==> src/rtl/spi_input.sv <==
// SPI receiver: samples miso on rising sclk while cs_n is low and assembles MSB-first frames of NBYTES bytes.
// Optional per-byte strobe path is compiled in when SPI_INPUT_BYTE_STRB_EN is defined.
module spi_input #(
   parameter int NBYTES = 5
) (
   input  logic                            sclk,
   input  logic                            reset,
   input  logic                            cs_n,
   input  logic                            miso,
   output logic [8*NBYTES-1:0]             in_bytes,
   output logic                            frame_valid,
   output logic                            frame_err,
   output logic [7:0]                      byte_data,
   output logic                            byte_valid,
   output logic [$clog2(8*NBYTES)-1:0]     bit_cnt
);

   localparam int W  = 8 * NBYTES;
   localparam int CW = $clog2(W);

   typedef enum logic {
      IDLE,
      SHIFT
   } state_t;

   state_t          state, state_next;
   logic [W-1:0]    shreg, shreg_next;
   logic [CW-1:0]   cnt_next;
   logic            frame_done;
   logic            abort;

   // NOTE: every signal driven here gets a default first so no latch is inferred.
   always_comb begin
      state_next = state;
      shreg_next = shreg;
      cnt_next   = bit_cnt;
      frame_done = 1'b0;
      abort      = 1'b0;

      case (state)
         IDLE:    if (!cs_n) state_next = SHIFT;
         SHIFT:   if (cs_n)  state_next = IDLE;
         default: state_next = IDLE;
      endcase

      if (!cs_n) begin
         shreg_next = {shreg[W-2:0], miso};
         if (bit_cnt == CW'(W - 1)) begin
            frame_done = 1'b1;
            cnt_next   = '0;
         end else begin
            cnt_next = bit_cnt + CW'(1);
         end
      end else begin
         // A deselect right after the last bit finds the counter already at 0: no error.
         abort      = (state == SHIFT) && (bit_cnt != '0);
         shreg_next = '0;
         cnt_next   = '0;
      end
   end

   // NOTE: sequential state uses non-blocking assignments so every register samples pre-edge values.
   always_ff @(posedge sclk or posedge reset) begin
      if (reset) begin
         state       <= IDLE;
         shreg       <= '0;
         bit_cnt     <= '0;
         in_bytes    <= '0;
         frame_valid <= 1'b0;
         frame_err   <= 1'b0;
      end else begin
         state       <= state_next;
         shreg       <= shreg_next;
         bit_cnt     <= cnt_next;
         frame_valid <= frame_done;
         frame_err   <= abort;
         if (frame_done) in_bytes <= shreg_next;
      end
   end

`ifdef SPI_INPUT_BYTE_STRB_EN
   logic byte_done;

   assign byte_done = !cs_n && (bit_cnt[2:0] == 3'b111);

   always_ff @(posedge sclk or posedge reset) begin
      if (reset) begin
         byte_data  <= 8'h00;
         byte_valid <= 1'b0;
      end else begin
         byte_valid <= byte_done;
         if (byte_done) byte_data <= {shreg[6:0], miso};
      end
   end
`else
   assign byte_data  = 8'h00;
   assign byte_valid = 1'b0;
`endif

endmodule

==> config.mk <==
export PLATFORM = sky130hd
export DESIGN_NAME = spi_input
export DESIGN_NICKNAME = d
export VERILOG_FILES = /design/src/rtl/spi_input.sv
export SDC_FILE = /design/constraint.sdc
export NUM_CORES = 1
export LEC_CHECK = 0
export ABC_AREA = 1
export CORE_UTILIZATION = 40
export DETAILED_ROUTE_END_ITERATION = 10
export SETUP_SLACK_MARGIN = 0.05
export SLEW_MARGIN = 10
export SYNTH_ARGS = -nofsm -noshare
export SYNTH_HDL_FRONTEND = slang
export SYNTH_SLANG_ARGS = --single-unit
==> constraint.sdc <==
create_clock -name sclk -period 3.6 [get_ports sclk]
set_input_delay 0.54 -clock sclk [delete_from_list [all_inputs] [get_ports sclk]]
set_output_delay 0.54 -clock sclk [all_outputs]
set_load 0.05 [all_outputs]
# [Word level (Yosys, flattened, before mapping)]
# Cells that the tools add are included.
[totals] regBits=88 inputBits=4 wordCells=17 out_inout_bits=57
[classes] reduce_logical=2 addsub=1 eq_ne=1 mux=7
[op_table] operator="$mux W40" count=1
[op_table] operator="$mux W6" count=2
[op_table] operator="$add A6 B1 Y6 const B" count=1
[op_table] operator="$eq A6 B6 Y1 const B" count=1
[op_table] operator="$reduce_bool A6 Y1" count=1
[op_table] operator="$mux W1" count=4
[op_table] operator="$logic_and A1 B1 Y1" count=1

# [Logic depth before layout (Yosys ltp)]
[logic_depth] word_depth=3 depth_mapped=7 mapped_depth_nobuf=6

# [Worst setup path before layout]
# Ideal clock, no wire load.
[synth_path] path_type="reg2reg" startpoint="reg bit_cnt[1]" endpoint="reg in_bytes[10]" setup_ns=0.119 required_ns=3.481 setup_slack_ns=1.939 path_buffers=1 period_less_slack_ns=1.661 arrival_time_ns=1.542 stages_incl_launch_ff=8 cell_sequence="dfrtp_1 -> ha_1 -> nand2_2 -> nor2_4 -> nand3_4 -> buf_6 -> nand2_1 -> nand2_1"
[synth_between] elab_chain_cells=3
[synth_rtl] item="start: declaration" line="15" text="output logic [$clog2(8*NBYTES)-1:0] bit_cnt"
[synth_rtl] item="start signal: assignment" line="74" text="bit_cnt <= cnt_next;"
[synth_rtl] item="$eq A6 B6 Y1" line="48" text="if (bit_cnt == CW'(W - 1)) begin"
[synth_rtl] item="$mux W1" line="48"
[synth_rtl] item="$mux W1" line="46" text="if (!cs_n) begin"
[synth_rtl] item="end signal: assignment" line="77" text="if (frame_done) in_bytes <= shreg_next;"
[synth_rtl] item="end: declaration" line="10" text="output logic [8*NBYTES-1:0] in_bytes,"
# No other way between the ends.
# A chain may end at the register's enable or synchronous reset.

# [Final worst setup path]
[layout_path] startpoint="reg bit_cnt[3]" endpoint="out bit_cnt[3]"
# No word-level cell between the ends.

==> flow_summary.ini <==
[final_layout]
antenna_cells = 0
final_cells = 513
syn2layout_area_growth_pct = 21.9
fin_nets = 409
drive_above_1_share_pct = 6.37
fin_util_pct = 50.7
n_fill_cell = 793

[sta]
fin_crit_sh_pct = 62.2
worst_slew_pin_slew_ns = 0.764
fin_tns_setup_ns = 0
rsz0062_at_grt = false
fmax_mhz = 446
slew_headroom_pct = 49.0
setup_ws_ns = 1.36
min_period_ns = 2.24
fin_skew_ns = 0.00503
setup_viol = 0
finalHoldViolations = 0
slew_violations = 0

[synth]
synth.cell_area_um2 = 3450
yosysSeqAreaShare_pct = 63.8
synth_area_per_cell_um2 = 9.64
synth_warnings = 0
synthCells = 358
ys_types = 21
ys_seq_elements = 88

[worst_setup_path]
cp-start-kind = flip-flop
critical_path.top_delay_family = buffers and inverters
slowest_stage = clkdlybuf4s50_1
max_stage_delay_ns = 0.86
path_buf_inv = 1
criticalPathCategory = reg -> out
cp_cell_sequence = clkdlybuf4s50_1
critPathRequiredTime_ns = 3.06
cp.arrival_ns = 1.70
r2r_end = in_bytes[39]$_DFFE_PP0P_
ff2ff_setup_slack_ns = 1.63
reg2reg_depth = 6
cp_max_fo = 6
cp-end-kind = output pin
reg2reg_from = bit_cnt[0]$_DFF_PP0_

[power_and_ir_drop]
pwr-share-seq_pct = 53.5
p_comb_share_pct = 4.9
power_density_nw_per_um2 = 443
p_sw_mw = 0.407
ir_worst_vdd_mv = 0.208
power.leakage_nw = 2.12
intPower_mw = 1.46
p_sw_share_pct = 21.8
power_mw = 1.86
clkPwrFrac_pct = 41.6

[clock_tree]
cts_made_buffers = 9
cts-root-buf = clkbuf_8
cts_resized = 0
postCtsSetupRepairBufs = 0
clkSlewWorstSetupHoldPaths_ns = 0.08
cts_tree = built
cts_hold_buffers = 0
cts_max_level = 3
clkLatencyLatePin_ns = 0.35
cts.sinks = 88
cts_buffer_depth = 2

[routing]
wl_per_cell_um = 12.5
drt_drc_violations_left = 0
viasPerCell = 4.51
vias = 2316
wl_um = 6420
drtIter0Drc = 142
ant_nets = 0
first_pass_iters = 4

[floorplanning]
core_area_um2 = 8300
dieHeight_um = 94.9
initial_core_util_pct = 41.6
die_w_um = 94.9
ios = 61
die_area_um2 = 9010
rows = 33

[worst_hold_path]
holdPathStages = 2
holdPathEnd = in_bytes[11]$_DFFE_PP0P_
hp-class = reg -> reg
hp-start = in_bytes[11]$_DFFE_PP0P_

[global_routing]
grt_pass1_vias = 2295
antenna_found_initial = 0
grt-ovfl-total = 0
grt_pass1_wl_um = 11100
grt_util_all_layers_pct = 16.2
grt_max_degree = 45

[placement]
dp.cells = 497
port_buffers = 51
pre_cts_ws_ns = 1.40
hpwl_um = 3800
place_congestion = 0.710

[job]
drv_cap = 0

[status]
outcome = finished, final reports clean
state kept, by name, summed over array words and instances (netlist names):
register     count
bit_cnt          6
frame_err        1
frame_valid      1
in_bytes        40
shreg           39
state            1
power by group through the flow:
stage                     Combinational, mW  Clock (mW)  Sequential (mW)
after floorplan                      0.0661           0             1.03
after global placement               0.0918           0             1.02
after detailed placement             0.0931           0             1.02
after CTS                            0.0933       0.805            0.998
after global routing                  0.102       0.843            0.999
final                                0.0908       0.776            0.998
worst max-delay path by stage:
stage                                     from                       end  slack [ns]  cells after the start
after floorplan                          reset      bit_cnt[0]$_DFF_PP0_        0.78                      1
after global placement                    cs_n  in_bytes[39]$_DFFE_PP0P_        1.46                      5
after detailed placement                  cs_n  in_bytes[17]$_DFFE_PP0P_        1.40                      5
after CTS                 bit_cnt[3]$_DFF_PP0_                bit_cnt[3]        1.33                      1
after global routing      bit_cnt[3]$_DFF_PP0_                bit_cnt[3]        1.31                      1
final                     bit_cnt[3]$_DFF_PP0_                bit_cnt[3]        1.36                      1
routing by layer:
layer / global-route usage, % / wire length [µm] / vias to the layer above
met5: 0 / 0 / -
met4: 8.33 / 117 / 0
met3: 2.74 / 204 / 8
met2: 25.3 / 2940 / 42
met1: 21.6 / 3150 / 1089
li1: - / - / 1177
metrics by stage:
step,cell area (µm²),hold slack (ns)
3_3_place_gp,3970,0.455
5_1_grt,4210,0.492
2_1_floorplan,3480,0.443
4_1_cts,4210,0.478
3_5_place_dp,3970,0.458
6_report,4210,0.473
layout by cell type, fill, tap and decap left out, drive strengths merged:
| cell type | netlist | final |
|---|---|---|
| o21ai | 2 | 2 |
| bufinv | 0 | 2 |
| clkbuf | 4 | 14 |
| clkdlybuf4s50 | 0 | 50 |
| o21bai | 1 | 1 |
| nand2 | 87 | 87 |
| dfrtp | 88 | 88 |
| buf | 26 | 6 |
| inv | 50 | 49 |
| nor2 | 51 | 51 |
| clkinv | 0 | 1 |
| nand3 | 5 | 5 |
| nand4 | 40 | 40 |
| conb | 1 | 9 |
| ha | 2 | 2 |
| xor2 | 1 | 1 |
cells by family after synthesis:
logic type | after synthesis | share of synthesized area [%]
buf+inv | 80 | 10.9
simple gates | 183 | 23.7
fa+ha+maj | 2 | 0.725
flops | 88 | 63.8
xor+xnor | 1 | 0.254
compound gates | 3 | 0.508
other cells | 1 | 0.109
cell type report:
type	instances	area, µm²	share of cell area, %
Inverter	50	189	4.49
Clock inverter	2	60.1	1.43
Sequential cell	88	2200	52.3
Clock buffer	14	173	4.10
Multi-Input combinational cell	198	908	21.6
Tap cell	105	131	3.12
Timing Repair Buffer	56	543	12.9
cells in the mapped netlist, drive strengths merged:
cell type | count | share of area, %
nand2 | 87 | 9.5
o21ai | 2 | 0.29
dfrtp | 88 | 64
inv | 50 | 5.4
xor2 | 1 | 0.25
nand4 | 40 | 7.2
clkbuf | 4 | 0.43
nand3 | 5 | 1.1
buf | 26 | 5.0
o21bai | 1 | 0.22
conb | 1 | 0.11
nor2 | 51 | 5.8
ha | 2 | 0.72
Note: power is estimated with default switching activity, not from simulation.
==> patch 1, RTL diff (config.mk and constraints unchanged) <==
The parameter `NBYTES` goes from 5 to 10.
--- a/src/rtl/spi_input.sv
+++ b/src/rtl/spi_input.sv
@@ -1,7 +1,7 @@
 // SPI receiver: samples miso on rising sclk while cs_n is low and assembles MSB-first frames of NBYTES bytes.
 // Optional per-byte strobe path is compiled in when SPI_INPUT_BYTE_STRB_EN is defined.
 module spi_input #(
-   parameter int NBYTES = 5
+   parameter int NBYTES = 10
 ) (
    input  logic                            sclk,
    input  logic                            reset,
Interface: changed (resized bit_cnt and in_bytes); port bits go from 61 to 102. No check against the original RTL was run, so the function may have changed too.
==> patch 1 against the unedited design <==
Design area grew 90%. Fmax down 2.1%. Wire length rose by 83%. Core utilization up 1.7 points. Critical endpoint unchanged. Critical path depth unchanged. Power increased by 110%. Highest routed layer unchanged. Sequential power rose by 91%. Setup slack worse by 0.048 ns. Count of clock-buffer cells in the layout is 7 higher. First-iteration DRC count increased by 65%. Critical path type unchanged. Sequential cell count up 81. Synthesized area increased by 82%.
==> patch 1: results (changes against the unedited design) <==
LAYOUT
------------------------------------------------------------------------------------------
Number of nets in the finished design                                                  750   +83%
Proportion of layout cells with a drive suffix above 1                              0.0594   -0.00428
Number of flip-flops under the largest register name                                    80   +100%
Final std cells w/o fill                                                               968   +89%
Registers with the most flip-flops                                            in_bytes: 80 flops, shreg: 79 flops, bit_cnt: 7 flops

POWER
------------------------------------------------------------------------------------------
VDD IR max                                                                      0.000336 V   +61%
Leakage                                                                            4.03 nW   +90%

PLACED DESIGN
------------------------------------------------------------------------------------------
Total cell area at the placement stage                                            7350 µm²   +85%
DP Wirelength                                                                      7.50 mm   +97%
Gpl congestion                                                                       0.771   +8.7%
Cell Count Post-Placement                                                              936   +88%
Pre-CTS setup slack                                                                1.12 ns   -0.281 ns
Port Buffers                                                                            92   +80%

GLOBAL ROUTE
------------------------------------------------------------------------------------------
Wire length of the first global-routing pass                                       20.1 mm   +82%
Global Route Usage Sum                                                               0.161   -0.000827
Pin count of the biggest net entering global routing                                    82   +82%
Via count of the first global-routing pass                                            4312   +88%

SYNTHESIS
------------------------------------------------------------------------------------------
Synth top cells by count                                                      sky130_fd_sc_hd__nand2_1 (172), sky130_fd_sc_hd__dfrtp_1 (169), sky130_fd_sc_hd__inv_1 (91), sky130_fd_sc_hd__nor2_1 (89), sky130_fd_sc_hd__nand3_1 (83)
Largest cells by area after synthesis                                         sky130_fd_sc_hd__dfrtp_1 (67%), sky130_fd_sc_hd__nand2_1 (10%), sky130_fd_sc_hd__nand3_1 (6.6%), sky130_fd_sc_hd__inv_1 (5.4%), sky130_fd_sc_hd__nor2_1 (5.3%)
Mean cell area of the mapped netlist                                              9.52 µm²   -1.3%
Async S/R FF share, synth                                                             1.00   unchanged
Post-synth cell types                                                                   18   -14%
Portion of the post-synthesis area used by sequential elements                       0.673   +0.0354

CLOCK NETWORK
------------------------------------------------------------------------------------------
Worst-Skew Late Latency                                                            0.42 ns   +0.07 ns
CTS root buffer                                                               sky130_fd_sc_hd__clkbuf_16
Clock edge transition at the registers on the reported setup and hold paths        0.06 ns   -0.02 ns
CTS HTree Levels                                                                         4   +1
Number of buffers created by CTS                                                        17   +8

WORST SETUP PATH
------------------------------------------------------------------------------------------
Depth of the worst register-to-register path                                             9   +3
Setup slack, reg-to-reg                                                            1.60 ns   -0.03 ns
Capture point of the worst reg-to-reg path                                    in_bytes[28]
Crit path DAT                                                                      1.75 ns   +0.05 ns

DRT
------------------------------------------------------------------------------------------
Number of vias per cell after detailed routing                                        4.40   -2.5%
Number of violations reported at the end of detailed-routing iteration 0               235   +65%
Avg WL per Cell                                                                    12.1 µm   -3.1%

STA
------------------------------------------------------------------------------------------
Worst-case headroom to the max-slew limit                                            0.490   -0.000528
Worst clock skew                                                                0.00648 ns   +0.00145 ns
Hold slack final                                                                  0.468 ns   -0.00452 ns

WORST HOLD PATH
------------------------------------------------------------------------------------------
Worst Min Path Start                                                          in_bytes[30]
Endpoint of the worst hold path                                               in_bytes[30]

STATUS
------------------------------------------------------------------------------------------
Status                                                                        complete, no violations

-- patch 1: cell types whose count changed after synthesis, sizes merged --
cell    delta
o21bai     -1
a21oi      +3
nor2      +39
nand3     +78
inv       +42
buf       +11
nand2     +86
dfrtp     +81
clkbuf     +2
nand4     -39
-- patch 1: layout make-up --
cell class | count | area [µm²]
Sequential cell | 169 | 4230
Inverter | 92 | 349
Fill cell | 1428 | 7260
Clock buffer | 21 | 470
Multi-Input combinational cell | 364 | 1510
Tap cell | 211 | 264
Timing Repair Buffer | 100 | 1000
Clock inverter | 11 | 169
-- patch 1: power breakdown --
group / switching, mW / total, mW / internal (mW) / leakage (nW)
clock: 0.725 / 1.94 / 1.21 / 0.301
sequential: 0.00481 / 1.91 / 1.91 / 2.35
combinational: 0.105 / 0.124 / 0.0190 / 1.37
-- patch 1: worst max path at each step --
stage                   endpoint       start  slack, ns  cells past startpoint
finish                bit_cnt[3]  bit_cnt[3]       1.31                      1
floorplan             bit_cnt[0]       reset       0.91                      1
detailed placement  in_bytes[28]        cs_n       1.12                      6
global placement    in_bytes[30]        cs_n       1.16                      6
global route          bit_cnt[3]  bit_cnt[3]       1.24                      1
CTS                   bit_cnt[3]  bit_cnt[3]       1.27                      1
-- patch 1: routing by layer --
metal	GRT usage	up-vias	wire length, µm
met3	0.0419	17	429
met2	0.264	78	5730
met1	0.199	2041	5330
met5	0	-	0
met4	0.0798	0	253
li1	-	2124	-
-- patch 1: kinds of logic (layout without fill, tap and decap cells) --
logic type | after synthesis | after routing | synth area share
compound gates | 5 | 5 | 0.00398
other cells | 1 | 9 | 0.000597
xor+xnor | 1 | 1 | 0.00139
simple gates | 347 | 347 | 0.226
flops | 169 | 169 | 0.673
buf+inv | 135 | 224 | 0.0908
fa+ha+maj | 2 | 2 | 0.00398
==> patch 2, RTL diff (config.mk and constraints unchanged) <==
Made on the original files. Put one more register stage on the output `in_bytes`, with the module's reset. The value now appears one clock later. The other outputs are not delayed to match.
--- a/src/rtl/spi_input.sv
+++ b/src/rtl/spi_input.sv
@@ -22,6 +22,8 @@
       IDLE,
       SHIFT
    } state_t;
+
+   logic [8*NBYTES-1:0] in_bytes_s0;
 
    state_t          state, state_next;
    logic [W-1:0]    shreg, shreg_next;
@@ -65,7 +67,7 @@
          state       <= IDLE;
          shreg       <= '0;
          bit_cnt     <= '0;
-         in_bytes    <= '0;
+         in_bytes_s0 <= '0;
          frame_valid <= 1'b0;
          frame_err   <= 1'b0;
       end else begin
@@ -74,7 +76,7 @@
          bit_cnt     <= cnt_next;
          frame_valid <= frame_done;
          frame_err   <= abort;
-         if (frame_done) in_bytes <= shreg_next;
+         if (frame_done) in_bytes_s0 <= shreg_next;
       end
    end
 
@@ -97,5 +99,13 @@
    assign byte_valid = 1'b0;
 `endif
 
+   always_ff @(posedge sclk or posedge reset) begin
+      if (reset) begin
+         in_bytes <= '0;
+      end else begin
+         in_bytes <= in_bytes_s0;
+      end
+   end
+
 endmodule
 
Function: same outputs for any inputs over 10 cycles, from zero or initial values and one cycle with reset high; that may be too few to reach the edited logic, so the function may still have changed.
==> patch 2 against the unedited design <==
Wire length rose by 14%. Count of clock-buffer cells in the layout up 6. Combinational power is 13% higher. Power grew 82%. Synthesized area is 29% higher. Design area increased by 35%. Setup slack worse by 0.12 ns. Sequential cell count grew 40. Largest power group is now the clock network.
==> patch 2: results (changes against the unedited design) <==
STATUS
------------------------------------------------------------------------------------------
Status                                                                        complete, no violations

STA
------------------------------------------------------------------------------------------
Hold slack final                                                                  0.377 ns   -0.0955 ns
Min cycle time layout                                                              2.36 ns   +0.118 ns
Worst-case headroom to the max-slew limit                                            0.477   -0.0131
Worst clock skew                                                                0.00920 ns   +0.00417 ns

DRT
------------------------------------------------------------------------------------------
Met2 routed WL                                                                     3.59 mm   +22%
Number of vias per cell after detailed routing                                        4.42   -2.0%
Avg WL per Cell                                                                    12.2 µm   -2.7%
Routed metal-1 wirelength                                                          3.42 mm   +8.6%
Detail Route met3 WL                                                                258 µm   +26%
Detailed-route wire length                                                         7.34 mm   +14%

CLOCK NETWORK
------------------------------------------------------------------------------------------
Worst-Skew Late Latency                                                            0.51 ns   +0.16 ns
Clock edge transition at the registers on the reported setup and hold paths        0.06 ns   -0.02 ns

PLACED DESIGN
------------------------------------------------------------------------------------------
Cell Count Post-Placement                                                              571   +15%
DP Wirelength                                                                      4.20 mm   +11%
Gpl congestion                                                                       0.731   +3.0%

WORST SETUP PATH
------------------------------------------------------------------------------------------
Crit path DAT                                                                      1.82 ns   +0.12 ns
Setup slack, reg-to-reg                                                            1.61 ns   -0.02 ns
Startpoint of the most critical register-to-register path                       bit_cnt[1]
Largest fanout on the critical path                                                      5   -1

SYNTHESIS
------------------------------------------------------------------------------------------
Complex-gate fraction of the synthesized area                                      0.00507   -0.00000816
Xor and xnor area share after synthesis                                            0.00197   -0.000567
Largest cells by area after synthesis                                         sky130_fd_sc_hd__dfrtp_1 (72%), sky130_fd_sc_hd__nand2_1 (7.2%), sky130_fd_sc_hd__nand4_1 (5.6%), sky130_fd_sc_hd__inv_1 (4.1%), sky130_fd_sc_hd__nor2_1 (4.0%)
Portion of the post-synthesis area used by sequential elements                       0.721   +0.0826
Adder and majority gate portion of the synthesized area                            0.00563   -0.00162

GLOBAL ROUTE
------------------------------------------------------------------------------------------
Met3 Use GR                                                                         0.0418   +0.0144
Pin count of the biggest net entering global routing                                    54   +20%
Grt met1 use                                                                         0.179   -0.0370
Global Route Usage Sum                                                               0.141   -0.0206
Global routing met2 resource utilization                                             0.228   -0.0253
Via count of the first global-routing pass                                            2632   +15%
Wire length of the first global-routing pass                                       12.5 mm   +13%

POWER
------------------------------------------------------------------------------------------
VDD IR max                                                                      0.000291 V   +40%
Sequential cell fraction of total power                                              0.428   -0.107
Total power after layout                                                           3.39 mW   +82%
Combinational cell power                                                          0.103 mW   +13%
Sw power                                                                          0.692 mW   +70%
Leakage                                                                            2.88 nW   +36%

LAYOUT
------------------------------------------------------------------------------------------
Proportion of layout cells with a drive suffix above 1                              0.0972   +0.0335
Registers with the most flip-flops                                            in_bytes: 40 flops, in_bytes_s0: 40 flops, shreg: 39 flops
Number of nets in the finished design                                                  456   +11%
Filler cell count in the final layout                                                  976   +23%

WORST HOLD PATH
------------------------------------------------------------------------------------------
Endpoint of the worst hold path                                               in_bytes[26]
Worst Min Path Start                                                          in_bytes_s0[26]

## patch 2: cell count changes after synthesis, moves of 2 or more
| cell | before | now |
|---|---|---|
| sky130_fd_sc_hd__dfrtp_1 | 88 | 128 |
| sky130_fd_sc_hd__buf_1 | 3 | 0 |
| sky130_fd_sc_hd__nor2_1 | 49 | 47 |
| sky130_fd_sc_hd__buf_2 | 10 | 12 |
## patch 2: worst reg2reg max path: stages, from the launching register on
cell and delay, ns:
sky130_fd_sc_hd__dfrtp_1 0.42, sky130_fd_sc_hd__ha_1 0.21, sky130_fd_sc_hd__nand2_2 0.09, sky130_fd_sc_hd__nor2_4 0.40
sky130_fd_sc_hd__nand3_4 0.49, sky130_fd_sc_hd__nand2_1 0.21, sky130_fd_sc_hd__nand2_1 0.06
## patch 2: layout make-up
type                       count  area, µm²  share of cell area
inverter                      49        188              0.0330
clock inverter                12        205              0.0361
clock buffer                  20        445              0.0783
sequential                   128       3200               0.563
multi-input combinational    196        902               0.159
tap                          140        175              0.0308
timing repair buffer          58        571               0.100
